--- src/rtl/sipo_pkg.sv ---
// Shared types and helpers for the serial-in/parallel-out deserializer.
// Holds the FSM encoding, parity sense and counter-width helper.
package sipo_pkg;

  typedef enum logic [0:0] {
    S_SHIFT = 1'b0,
    S_PAR   = 1'b1
  } state_t;

  localparam int EVEN_PARITY = 0;

  function automatic int cnt_w(input int w);
    return $clog2(w + 1);
  endfunction

endpackage

--- src/rtl/d_ff_en_rst.sv ---
// One-bit D flip-flop cell with enable and synchronous active-low reset.
// Provides true and complement outputs.
module d_ff_en_rst (
  input  logic clk,
  input  logic rst_n,
  input  logic en,
  input  logic d,
  output logic q,
  output logic qbar
);

  // Reset dominates enable.
  always_ff @(posedge clk) begin
    if (!rst_n) begin
      q <= 1'b0;
    end else if (en) begin
      q <= d;
    end
  end

  assign qbar = ~q;

endmodule

--- src/rtl/sipo_deserializer.sv ---
// Serial-in/parallel-out deserializer with valid/ready output and overrun flag.
// Define SIPO_PARITY_EN to append and check an even-parity bit per word.
import sipo_pkg::*;

module sipo_deserializer #(
  parameter  int WIDTH     = 8,
  parameter  bit MSB_FIRST = 1'b1,
  localparam int CW        = cnt_w(WIDTH)
) (
  input  logic             clk,
  input  logic             rst_n,
  input  logic             sin,
  input  logic             sin_valid,
  input  logic             frame_clr,
  output logic [WIDTH-1:0] pout,
  output logic             pout_valid,
  input  logic             pout_ready,
  output logic [CW-1:0]    bit_cnt,
  output logic             overrun,
  input  logic             ovr_clr,
  output logic             parity_err
);

  logic             acc;
  logic             last;
  logic             sh_en;
  logic             sh_clr_n;
  logic             done;
  logic             load_ok;
  logic [WIDTH-1:0] q;
  logic [WIDTH-1:0] qn;
  logic [WIDTH-1:0] sh;
  logic [WIDTH-1:0] sh_nxt;
  logic [WIDTH-1:0] word;

  assign acc      = sin_valid && !frame_clr;
  assign last     = (bit_cnt == CW'(WIDTH - 1));
  assign sh_clr_n = rst_n && !frame_clr;
  assign load_ok  = !pout_valid || pout_ready;

  // Both cell outputs carry the same bit; combine them into the word.
  assign sh = q & ~qn;

  // Next shift-register value for either bit order.
  always_comb begin
    sh_nxt = sh;
    if (MSB_FIRST) begin
      sh_nxt = (sh << 1) | WIDTH'(sin);
    end else begin
      sh_nxt = (sh >> 1) | {sin, (WIDTH-1)'(0)};
    end
  end

  genvar i;
  generate
    for (i = 0; i < WIDTH; i++) begin : g_chain
      d_ff_en_rst u_ff (
        .clk  (clk),
        .rst_n(sh_clr_n),
        .en   (sh_en),
        .d    (sh_nxt[i]),
        .q    (q[i]),
        .qbar (qn[i])
      );
    end
  endgenerate

`ifdef SIPO_PARITY_EN
  state_t state;
  state_t state_nxt;
  logic   word_perr;

  // FSM state register.
  always_ff @(posedge clk) begin
    if (!rst_n) begin
      state <= S_SHIFT;
    end else begin
      state <= state_nxt;
    end
  end

  // Data bits shift in S_SHIFT; the parity bit completes in S_PAR.
  always_comb begin
    state_nxt = state;
    sh_en     = 1'b0;
    done      = 1'b0;
    word      = sh;
    word_perr = 1'b0;
    unique case (state)
      S_SHIFT: begin
        sh_en = acc;
        if (acc && last) begin
          state_nxt = S_PAR;
        end
      end
      S_PAR: begin
        if (acc) begin
          done      = 1'b1;
          word_perr = ^sh ^ sin ^ 1'(EVEN_PARITY);
          state_nxt = S_SHIFT;
        end
      end
      default: state_nxt = S_SHIFT;
    endcase
    if (frame_clr) begin
      state_nxt = S_SHIFT;
    end
  end

  // Parity result follows the held word.
  always_ff @(posedge clk) begin
    if (!rst_n) begin
      parity_err <= 1'b0;
    end else if (done && load_ok) begin
      parity_err <= word_perr;
    end else if (pout_valid && pout_ready) begin
      parity_err <= 1'b0;
    end
  end
`else
  assign sh_en      = acc;
  assign done       = acc && last;
  assign word       = sh_nxt;
  assign parity_err = 1'b0;
`endif

  // Bit counter; frame_clr aborts the partial word.
  always_ff @(posedge clk) begin
    if (!rst_n || frame_clr) begin
      bit_cnt <= '0;
    end else if (acc) begin
      bit_cnt <= done ? '0 : bit_cnt + CW'(1);
    end
  end

  // Holding register with handshake and sticky overrun.
  always_ff @(posedge clk) begin
    if (!rst_n) begin
      pout       <= '0;
      pout_valid <= 1'b0;
      overrun    <= 1'b0;
    end else begin
      if (done && load_ok) begin
        pout       <= word;
        pout_valid <= 1'b1;
      end else if (pout_valid && pout_ready) begin
        pout_valid <= 1'b0;
      end
      if (done && !load_ok) begin
        overrun <= 1'b1;
      end else if (ovr_clr) begin
        overrun <= 1'b0;
      end
    end
  end

endmodule

--- config.mk ---
export PLATFORM = sky130hd
export DESIGN_NAME = sipo_deserializer
export DESIGN_NICKNAME = d
export VERILOG_FILES = /design/src/rtl/sipo_pkg.sv /design/src/rtl/d_ff_en_rst.sv /design/src/rtl/sipo_deserializer.sv
export SDC_FILE = /design/constraint.sdc
export NUM_CORES = 1
export LEC_CHECK = 0
export BUFFER_PORTS_ARGS = -buffer_cell sky130_fd_sc_hd__buf_4
export CORE_MARGIN = 4
export CORE_UTILIZATION = 35
export DETAILED_ROUTE_END_ITERATION = 12
export PLACE_DENSITY = 0.59
export SYNTH_ARGS = -nofsm -noshare
export SYNTH_HDL_FRONTEND = slang
export SYNTH_HIERARCHICAL = 1
export SYNTH_SLANG_ARGS = --single-unit
--- constraint.sdc ---
create_clock -name clk -period 1.22 [get_ports clk]
set_input_delay 0.244 -clock clk [delete_from_list [all_inputs] [get_ports clk]]
set_output_delay 0.244 -clock clk [all_outputs]
set_load 0.005 [all_outputs]
==> summary.md <==
| Metric | Value |
|---|---|
| Status | finished clean |
| Reg power frac | 62.8% |
| Synth Warn # | 6 |
| Syn avg cell area | 9.50 µm² |
| Placed insts | 157 |
| Total congestion overflow | 0 |
| Area grow syn2layout | 34.2% |
| Max Freq | 0.820 GHz |
| Fin crit share | 99.9% |
| Worst EP required | 1460 ps |
| Final TNS setup | 0 ps |
| Final slew viol count | 0 |
| Post-DP HPWL | 1460 µm |
| PD cells | 853 nW/µm² |
| Tot Pwr | 1.10 mW |
| Ant diodes | 0 |
| Combinational share of power | 7.3% |
| Clock root cell | clkbuf_4 |
| H-tree depth | 1 |
| Stages on worst setup path | 5 |
| Die Ht | 60.4 µm |
| GP Congestion | 0.738 |
| Critical-path top delay cell | dfxtp_2 |
| Synth Instances | 101 |
| CTS max path bufs | 2 |
| Total number of vias | 737 |
| RR Endpoint | pout[3]$_SDFFE_PN0P_ |
| I/O Pins | 22 |
| CTS Hold Buffers Added | 0 |
| Initial antenna violation count | 0 |
| Final nets | 141 |
| Finished Core Util | 50.6% |
| CP Class | reg2reg |
| First-pass GRT wire length | 3370 µm |
| Internal power | 0.859 mW |
| Largest net degree at the start of global routing | 19 |
| Die ar. | 3640 µm² |
| Hold Path Depth | 3 |
| Reg2Reg Setup Slack | 1 ps |
| Non-Filler Instances | 162 |
| Share of the synthesized area in the top cell type | 43.8% |
| Crit-path leading delay family | flip-flops |
| Hold Violations, Final | 0 |
| Hold Path Class | in2reg |
| Worst setup EP type | flip-flop |
| Pre-antenna DRT Iters | 3 |
| Syn Nets | 109 |
| Clock Sink Count | 21 |
| DIE WIDTH | 60.4 µm |
| Largest stage delay, worst path | 370 ps |
| Initial core utilization | 37.7% |
| Cts bufs inserted | 3 |
| Fillers | 243 |
| Routed len/inst | 11.6 µm |
| Synth cell types | 23 |
| Worst setup endpoint | pout[3]$_SDFFE_PN0P_ |
| Critical Path, Cell by Cell | ha_4 -> nand3b_4 -> nor3_4 -> buf_12 -> mux2i_1 |
| Clock power share | 29.9% |
| Synth area leader | dfxtp_1 |
| Vias in the first global route | 769 |
| ANT nets after route | 0 |
| Period minus WS final | 1220 ps |
| DRT iter0 DRCs | 4 |
| Critical Path AT | 1450 ps |
| Final setup violation count | 0 |
| Sw Share | 21.8% |
| Area contributors post-synth | dfxtp_1, mux2i_1, nor2b_1, nand2_1, inv_1 |
| Startpoint types | flip-flop |
| R2R depth | 5 |
| Leak | 0.502 nW |
| Max-cap viol count | 0 |
| Peak VDD IR | 738 µV |
| Synthesized area | 960 µm² |
| Share of layout cells above drive strength 1 | 31.8% |
| RSZ-0062 raised after global routing | true |
| Worst Path Buf+Inv | 1 |
| WL final | 1890 µm |
| # port buffers | 20 |
| Gr usage total | 12.2% |
| Clk pin slew, worst setup/hold paths | 110 ps |
| Reg2reg start | bit_cnt[0]$_SDFFE_PN0P_ |
| Std-Cell Rows | 18 |
| Sw Pwr | 0.239 mW |
| CP startpoint | bit_cnt[0]$_SDFFE_PN0P_ |
| Flops & latches, synth | 21 |
| Worst skew pair latency | 300 ps |
| CP Max Fanout | 8 |
| Seq/Total Area, Yosys | 43.8% |
| Placeable Area | 2540 µm² |
| CTS tree | built |
| Layout Skew | 3.97 ps |
| DRC Markers | 0 |
| Vias per std cell | 4.55 |
==> flip-flops by register name, indices dropped and copies added, names as in the netlist <==
register,flops
bit_cnt,4
g_chain.u_ff/q,7
overrun,1
pout,8
pout_valid,1
==> timing repair <==
| item | 4_1_cts | 5_1_grt |
|---|---|---|
| pin swaps | 2 | 2 |
| buffers inserted | 1 | 0 |
| resized for setup | 3 | 2 |
| endpoints found under the setup margin | 6 | 12 |
==> worst register-to-register path, delay by kind of cell (launching register included) <==
kind	cells	cell delay, ps
buf+inv	1	160
flops	1	370
mux	1	190
simple gates	2	310
fa+ha+maj	1	140
==> area by class of cell <==
class | count | area (µm²) | area share (%)
Multi-Input combinational cell | 69 | 519 | 40.3
Inverter | 8 | 30.0 | 2.33
Sequential cell | 21 | 424 | 32.9
Tap cell | 30 | 37.5 | 2.92
Timing Repair Buffer | 30 | 250 | 19.4
Clock buffer | 4 | 26.3 | 2.04
==> cell usage in the layout (no fill, tap or decap) <==
cell type / count
nand2_1: 16
or2b_1: 1
conb_1: 1
nor2b_2: 1
inv_1: 8
nor3_4: 1
nand3b_4: 1
clkbuf_4: 3
clkbuf_1: 1
and2b_1: 1
nand3b_1: 3
dfxtp_2: 3
o21ai_0: 1
xor2_1: 1
mux2i_1: 17
nor2_2: 1
buf_4: 28
nor3_1: 1
ha_4: 1
nand3_1: 1
nor4b_4: 1
nor2b_1: 14
nor2_1: 2
dfxtp_1: 18
o21a_1: 2
buf_12: 2
nand2b_1: 1
o31ai_1: 1
==> how the worst min path moves through the flow <==
stage	start	endpoint	slack [ps]
5_1_grt	sin	pout[0]$_SDFFE_PN0P_	200
6_report	sin	pout[0]$_SDFFE_PN0P_	200
3_3_place_gp	pout[4]$_SDFFE_PN0P_	pout[4]$_SDFFE_PN0P_	440
4_1_cts	sin	pout[0]$_SDFFE_PN0P_	190
2_1_floorplan	sin	pout[0]$_SDFFE_PN0P_	390
3_5_place_dp	pout[1]$_SDFFE_PN0P_	pout[1]$_SDFFE_PN0P_	450
==> metal layers <==
layer	wire [µm]	vias up	GRT usage [%]
met4	18	0	1.90
met3	79	2	3.83
met1	842	335	15.0
li1	-	391	-
met5	0	-	0
met2	946	9	21.3
==> logic make-up after synthesis <==
kind of cell	after synthesis	share of synthesized area [%]
AND/OR/NAND/NOR	45	27.5
flip-flops	21	43.8
multiplexers	17	17.7
buffers and inverters	11	5.48
AO/OA/AOI/OAI	4	2.87
adder cells (fa/ha/maj)	1	1.30
other	1	0.391
XOR/XNOR	1	0.913
==> cells in the mapped netlist <==
| cell | number |
|---|---|
| dfxtp_1 | 21 |
| mux2i_1 | 17 |
| nand2_1 | 16 |
| nor2b_1 | 15 |
| inv_1 | 8 |
| nand3b_1 | 3 |
| nor2_1 | 3 |
| buf_4 | 2 |
| o21a_1 | 2 |
| and2b_1 | 1 |
| clkbuf_4 | 1 |
| conb_1 | 1 |
| ha_1 | 1 |
| nand2b_1 | 1 |
| nand3_1 | 1 |
| nand3b_4 | 1 |
| nor3_1 | 1 |
| nor3_4 | 1 |
| nor4b_1 | 1 |
| o21ai_0 | 1 |
| o31ai_1 | 1 |
| or2b_1 | 1 |
| xor2_1 | 1 |
==> metrics by stage <==
stage	instance area [µm²]	hold slack [ps]	worst slack (ps)
final	1290	203	1.02
after detailed placement	1220	451	-0.573
after CTS	1280	195	-9.32
after global placement	1220	445	49.3
after global routing	1290	204	-101
after floorplan	967	386	-91.6
==> power groups by stage <==
stage	sequential [mW]	combinational [mW]	clock, mW
finish	0.690	0.0801	0.328
global route	0.691	0.0879	0.384
CTS	0.690	0.0810	0.348
detailed placement	0.705	0.0799	0
global placement	0.705	0.0790	0
floorplan	0.706	0.0410	0
(Power assumes the default switching activity.)
